[src/rtl/sfp_accum_ctrl.sv]
// -----------------------------------------------------------------------------
// sfp_accum_ctrl
//   Drains the output FIFO one row at a time and writes each row back to the
//   single-port PSUM SRAM after applying the per-lane SFP function selected by
//   mode = {passthrough, accum, relu}:
//     - FETCH/WRITE (accum and/or relu): read the stored partial sum while
//       popping the OFIFO head into a hold register, then write
//       f(psum, hold) back to the same address. Two cycles per row.
//     - PASS: write the OFIFO head row unchanged. One cycle per row.
//   The SRAM is never read and written in the same cycle.
//
// Optional feature macro: SFP_SAT_EN
//   Defined   : the accumulate add saturates to the signed lane range; ReLU
//               (when selected) is applied after saturation.
//   Undefined : the accumulate add wraps modulo 2^psum_bw.
//
// Ports
//   clk         clock
//   reset       synchronous, active-high reset
//   start       one-cycle request, only honoured in IDLE
//   len         number of rows to process (latched at start)
//   base_addr   first SRAM address (latched at start)
//   mode        {passthrough, accum, relu} (latched at start)
//   ofifo_out   show-ahead OFIFO head row, lane i = bits [psum_bw*(i+1)-1 -: psum_bw]
//   ofifo_valid OFIFO head row valid
//   ofifo_rd    pop the OFIFO at this clock edge
//   psum_rdata  SRAM Q, valid the cycle after a read access
//   sram_cen    SRAM chip enable, active low
//   sram_wen    SRAM write enable, active low (1 = read)
//   sram_addr   SRAM address
//   sram_wdata  SRAM D
//   busy        high in every state except IDLE
//   done        one-cycle completion pulse
// -----------------------------------------------------------------------------
module sfp_accum_ctrl #(
  parameter int col     = 8,
  parameter int psum_bw = 16,
  parameter int addr_bw = 11
) (
  input  logic                     clk,
  input  logic                     reset,
  input  logic                     start,
  input  logic [addr_bw-1:0]       len,
  input  logic [addr_bw-1:0]       base_addr,
  input  logic [2:0]               mode,
  input  logic [col*psum_bw-1:0]   ofifo_out,
  input  logic                     ofifo_valid,
  output logic                     ofifo_rd,
  input  logic [col*psum_bw-1:0]   psum_rdata,
  output logic                     sram_cen,
  output logic                     sram_wen,
  output logic [addr_bw-1:0]       sram_addr,
  output logic [col*psum_bw-1:0]   sram_wdata,
  output logic                     busy,
  output logic                     done
);

  localparam int ROW_W = col * psum_bw;

  typedef enum logic [2:0] {
    S_IDLE  = 3'd0,
    S_FETCH = 3'd1,
    S_WRITE = 3'd2,
    S_PASS  = 3'd3,
    S_DONE  = 3'd4
  } state_t;

  state_t               r_state, w_state_n;
  logic [addr_bw-1:0]   r_idx, w_idx_n;
  logic [addr_bw-1:0]   r_len, w_len_n;
  logic [addr_bw-1:0]   r_base, w_base_n;
  // Only {accum, relu} are kept: passthrough is carried by the PASS state.
  logic [1:0]           r_mode, w_mode_n;
  logic [ROW_W-1:0]     r_hold, w_hold_n;

  logic [addr_bw-1:0]   w_addr;
  logic                 w_last;
  logic [ROW_W-1:0]     w_sfp;

  // Lane add: saturating or wrapping depending on the build.
  function automatic logic signed [psum_bw-1:0] lane_add(
    input logic signed [psum_bw-1:0] a,
    input logic signed [psum_bw-1:0] b
  );
`ifdef SFP_SAT_EN
    logic signed [psum_bw:0] s;
    s = {a[psum_bw-1], a} + {b[psum_bw-1], b};
    // Overflow when the carry-out sign disagrees with the lane sign bit.
    if (s[psum_bw] != s[psum_bw-1])
      return s[psum_bw] ? {1'b1, {(psum_bw-1){1'b0}}} : {1'b0, {(psum_bw-1){1'b1}}};
    return s[psum_bw-1:0];
`else
    return a + b;
`endif
  endfunction

  function automatic logic signed [psum_bw-1:0] lane_relu(
    input logic signed [psum_bw-1:0] x,
    input logic                      en
  );
    return (en && x[psum_bw-1]) ? '0 : x;
  endfunction

  function automatic logic signed [psum_bw-1:0] lane_sfp(
    input logic signed [psum_bw-1:0] p,
    input logic signed [psum_bw-1:0] h,
    input logic                      acc,
    input logic                      rl
  );
    logic signed [psum_bw-1:0] v;
    v = acc ? lane_add(p, h) : p;
    return lane_relu(v, rl);
  endfunction

  assign w_addr = r_base + r_idx;
  assign w_last = (r_idx == r_len - addr_bw'(1));

  for (genvar g = 0; g < col; g++) begin : g_lane
    logic signed [psum_bw-1:0] w_p, w_h, w_r;
    assign w_p = psum_rdata[g*psum_bw +: psum_bw];
    assign w_h = r_hold[g*psum_bw +: psum_bw];
    assign w_r = lane_sfp(w_p, w_h, r_mode[1], r_mode[0]);
    assign w_sfp[g*psum_bw +: psum_bw] = w_r;
  end

  always_comb begin
    w_state_n  = r_state;
    w_idx_n    = r_idx;
    w_len_n    = r_len;
    w_base_n   = r_base;
    w_mode_n   = r_mode;
    w_hold_n   = r_hold;
    ofifo_rd   = 1'b0;
    sram_cen   = 1'b1;
    sram_wen   = 1'b1;
    sram_addr  = '0;
    sram_wdata = '0;
    busy       = 1'b1;
    done       = 1'b0;

    case (r_state)
      S_IDLE: begin
        busy = 1'b0;
        if (start) begin
          w_len_n  = len;
          w_base_n = base_addr;
          w_mode_n = mode[1:0];
          w_idx_n  = '0;
          if (len == '0)   w_state_n = S_DONE;
          else if (mode[2]) w_state_n = S_PASS;
          else              w_state_n = S_FETCH;
        end
      end

      S_FETCH: begin
        if (ofifo_valid) begin
          ofifo_rd  = 1'b1;
          sram_cen  = 1'b0;
          sram_addr = w_addr;
          w_hold_n  = ofifo_out;
          w_state_n = S_WRITE;
        end
      end

      S_WRITE: begin
        sram_cen   = 1'b0;
        sram_wen   = 1'b0;
        sram_addr  = w_addr;
        sram_wdata = w_sfp;
        if (w_last) begin
          w_state_n = S_DONE;
        end else begin
          w_idx_n   = r_idx + addr_bw'(1);
          w_state_n = S_FETCH;
        end
      end

      S_PASS: begin
        if (ofifo_valid) begin
          ofifo_rd   = 1'b1;
          sram_cen   = 1'b0;
          sram_wen   = 1'b0;
          sram_addr  = w_addr;
          sram_wdata = ofifo_out;
          if (w_last) w_state_n = S_DONE;
          else        w_idx_n   = r_idx + addr_bw'(1);
        end
      end

      S_DONE: begin
        done      = 1'b1;
        w_state_n = S_IDLE;
      end

      default: w_state_n = S_IDLE;
    endcase

    // A reset cycle must not commit a write or a pop at its closing edge.
    if (reset) begin
      ofifo_rd = 1'b0;
      sram_cen = 1'b1;
      sram_wen = 1'b1;
    end
  end

  always_ff @(posedge clk) begin
    if (reset) begin
      r_state <= S_IDLE;
      r_idx   <= '0;
      r_len   <= '0;
      r_base  <= '0;
      r_mode  <= '0;
      r_hold  <= '0;
    end else begin
      r_state <= w_state_n;
      r_idx   <= w_idx_n;
      r_len   <= w_len_n;
      r_base  <= w_base_n;
      r_mode  <= w_mode_n;
      r_hold  <= w_hold_n;
    end
  end

endmodule

[config.mk]
export PLATFORM = sky130hd
export DESIGN_NAME = sfp_accum_ctrl
export DESIGN_NICKNAME = d
export VERILOG_FILES = /design/src/rtl/sfp_accum_ctrl.sv
export SDC_FILE = /design/constraint.sdc
export NUM_CORES = 1
export LEC_CHECK = 0
export CAP_MARGIN = 25
export CORE_UTILIZATION = 50
export DETAILED_ROUTE_END_ITERATION = 6
export PLACE_DENSITY_LB_ADDON = 0.1
export SLEW_MARGIN = 0
export SYNTH_ARGS = -nofsm -noshare
export SYNTH_HDL_FRONTEND = slang
export SYNTH_SLANG_ARGS = --single-unit
export TNS_END_PERCENT = 10
[constraint.sdc]
create_clock -name clk -period 6.6 [get_ports clk]
set_input_delay 1.98 -clock clk [delete_from_list [all_inputs] [get_ports clk]]
set_output_delay 1.98 -clock clk [all_outputs]
set_load 0.005 [all_outputs]
==> results of run 1 <==
placed cells by master, fill, tap and decap left out, drive strengths merged, types with 35 or more instances in the layout:
cell           instances
o21ai                204
mux2i                 82
xnor2                 70
clkbuf                38
inv                   45
nor2                 103
a21oi                266
dfxtp                166
nand2                504
nor3                  40
a21o                  35
clkdlybuf4s50        262
dlygate4sd2           97
buf                  243
ha                   132
registers in the layout (all words and copies together) (netlist names):
register / cells
r_state: 3
r_idx: 11
r_len: 11
r_base: 11
r_mode: 2
r_hold: 128
power groups by stage:
stage | clock, mW | combinational, mW | sequential, mW
2_1_floorplan | 0 | 1.08 | 1.17
3_3_place_gp | 0 | 1.86 | 1.20
3_5_place_dp | 0 | 1.92 | 1.20
4_1_cts | 1.07 | 1.98 | 1.19
5_1_grt | 1.11 | 2.22 | 1.20
6_report | 1.06 | 2.05 | 1.19
cell families after synthesis:
family	Yosys count	synth area share [%]
AO/OA/AOI/OAI	673	27.11
XOR/XNOR	102	5.955
adder cells (fa/ha/maj)	141	12.21
buffers and inverters	147	3.895
flip-flops	166	22.15
multiplexers	83	5.572
AND/OR/NAND/NOR	792	23.10
final cells by class:
type                            instances  share of cell area, %
Clock inverter                         13                 0.6864
Antenna cell                           12                 0.1329
Sequential cell                       166                  14.72
Tap cell                              390                  2.159
Timing Repair Buffer                  662                  26.53
Inverter                               38                 0.6311
Multi-Input combinational cell       1791                  53.14
Clock buffer                           19                  2.004
metrics by stage:
stage	instance area, um2	TNS [ns]
6_report	22600	-0.5446
5_1_grt	22600	-3.583
4_1_cts	22270	-3.006
3_5_place_dp	20980	-50.20
3_3_place_gp	20950	-45.20
2_1_floorplan	15000	0
critical path: cells and delay by family:
kind | cells | cell delay [ns]
adder cells (fa/ha/maj) | 1 | 0.21
buffers and inverters | 5 | 1.48
AO/OA/AOI/OAI | 6 | 1.06
AND/OR/NAND/NOR | 2 | 0.19
cells in the mapped netlist, drive strengths merged (14+ instances only):
master,instances
nand2,504
a21oi,266
o21ai,204
dfxtp,166
ha,132
nor2,103
clkbuf,90
mux2i,82
xnor2,70
nor3,40
inv,37
a21o,35
o21a,32
xor2,32
nand3,31
a211oi,30
buf,19
o31ai,17
nor4,16
or3,16
nand4,14
routing by layer:
| metal | track usage [%] | wire length, um |
|---|---|---|
| met1 | 40.46 | 21930 |
| met2 | 61.94 | 27320 |
| met3 | 6.440 | 3884 |
| met4 | 21.85 | 3005 |
| met5 | 0 | 12 |
repair_timing:
item                                   CTS  global route
buffers inserted                        24             3
setup endpoints to repair              128           116
cloned                                   1             0
pin swaps                               92            30
resized for setup                      324           136
endpoints found under the hold margin    0             0
final timing paths:
kind	from	slack (ns)	endpoint
worst max-delay path	psum_rdata[117]	-0.31	sram_wdata[119]
worst min register to register	r_hold[71]$_SDFFE_PP0P_	0.46	r_hold[71]$_SDFFE_PP0P_
worst min-delay path	r_hold[71]$_SDFFE_PP0P_	0.46	r_hold[71]$_SDFFE_PP0P_
worst max register to register	r_len[0]$_SDFFE_PP0P_	3.97	r_idx[7]$_SDFFE_PP0P_
==> impl_metrics.json, run 1 <==
{
  "yosys.area.top_type": "dfxtp_1",
  "drcViolationCount": 0,
  "root_buffer": "clkbuf_16",
  "powerDensity_mw_per_mm2": 190.3,
  "syn_area_mm2": 0.01500,
  "overflow": 0,
  "vdd_drop_max_mv": 0.1982,
  "final_core_util_pct": 76.47,
  "pwr-share-comb_pct": 47.6,
  "yosys_register_bits": 166,
  "grt_pass1_vias": 17950,
  "end_kind": "output pin",
  "seqCellArea_mm2": 0.003327,
  "skew_ns": 0.01294,
  "gp_congestion": 0.9788,
  "totalPowerFinal_mw": 4.300,
  "dp_hpwl_um": 39790,
  "area_growth_syn_to_layout_pct": 50.68,
  "fmax_mhz": 144.8,
  "start_util_pct": 50.75,
  "syn-num-nets": 2530,
  "slew_headroom_pct": 35.37,
  "clock_path_buffers": 2,
  "drt_iter0_drc": 1090,
  "synthArstFlopShare_pct": 0,
  "setup_viol": 8,
  "antenna_found_initial": 12,
  "clk_latency_ns": 0.45,
  "seq_area_frac_synth_pct": 22.15,
  "yosysWarnings": 0,
  "clk_pin_slew_ns": 0.07,
  "synth-edff-count": 0,
  "cts_tree": "done",
  "rows": 63,
  "grt_pass1_wl_um": 88680,
  "seq_power_share_pct": 27.7,
  "start_kind": "input port",
  "yosysTopAreaCellShare_pct": 22.15,
  "core-area_mm2": 0.02956,
  "run_status": "complete, but fails checks",
  "min_path_type": "reg -> reg",
  "layout_setup_ws_ns": -0.3069,
  "finalMaxSlewViolations": 0,
  "first_pass_iters": 5,
  "worstPathRequired_ns": 4.62,
  "nets": 3102,
  "dieArea_mm2": 0.03070,
  "synthCells": 2104,
  "ioPinCount": 429,
  "grt_max_degree": 106,
  "grt_util_all_layers_pct": 35.66,
  "maxCapViolations": 0,
  "wl_per_cell_um": 18.17,
  "drt_wl_total_um": 56150,
  "avgSynthCellArea_um2": 7.130,
  "hold_violations": 0,
  "max_stage_delay_ns": 0.52,
  "drive_gt1_share_pct": 18.37,
  "hold_buffers": 0,
  "cts_buffers": 17,
  "fillers": 2270,
  "p_sw_mw": 1.620,
  "io_buffers": 428,
  "synthFlopType": "dfxtp_1",
  "ant_nets": 0,
  "p_int_mw": 2.680,
  "finalHoldWorstSlack_ns": 0.4597,
  "die_y_um": 175.2,
  "cp_cell_sequence": "clkdlybuf4s50_1 -> ha_2 -> buf_4 -> o21a_1 -> o21a_1 -> nand3_1 -> o21a_1 -> o21ai_2 -> a21o_1 -> nand3_1 -> buf_4 -> o21ai_1 -> buf_4 -> clkdlybuf4s50_1",
  "rr_worst_depth": 9,
  "min_period_ns": 6.907,
  "worstHoldPathCells": 2,
  "preCtsSetupSlack_ns": -0.7481,
  "p_clk_share_pct": 24.7,
  "failed_checks": "setup timing",
  "critPathMaxFanout": 10,
  "via_per_inst": 5.823,
  "vias": 18000,
  "synthTopCellsByArea": "dfxtp_1 22%, nand2_1 13%, ha_1 11%",
  "clkSinkCount": 166,
  "final.period_utilization_pct": 104.6,
  "worst_pin_slew_ns": 0.9694,
  "cpMaxStageDelayCell": "clkdlybuf4s50_1",
  "crit_type": "in -> out",
  "die_w_um": 175.2,
  "ys_types": 78,
  "multi_input_area_mm2": 0.01201,
  "swShare_pct": 37.68,
  "dp.cells": 3018,
  "rsz0062_at_grt": "true",
  "p_leak_nw": 9.605,
  "stdcell_count": 3091,
  "arrival_ns": 4.93,
  "cts.htree.levels": 4
}
No activity file was read; power rests on OpenSTA's default activity.
==> inputs of run 2 (changes only) <==
Settings changed: HOLD_SLACK_MARGIN from default to 0.06.
==> results of run 2 <==
No change in the layout: final DEF, timing and power equal those of run 1.
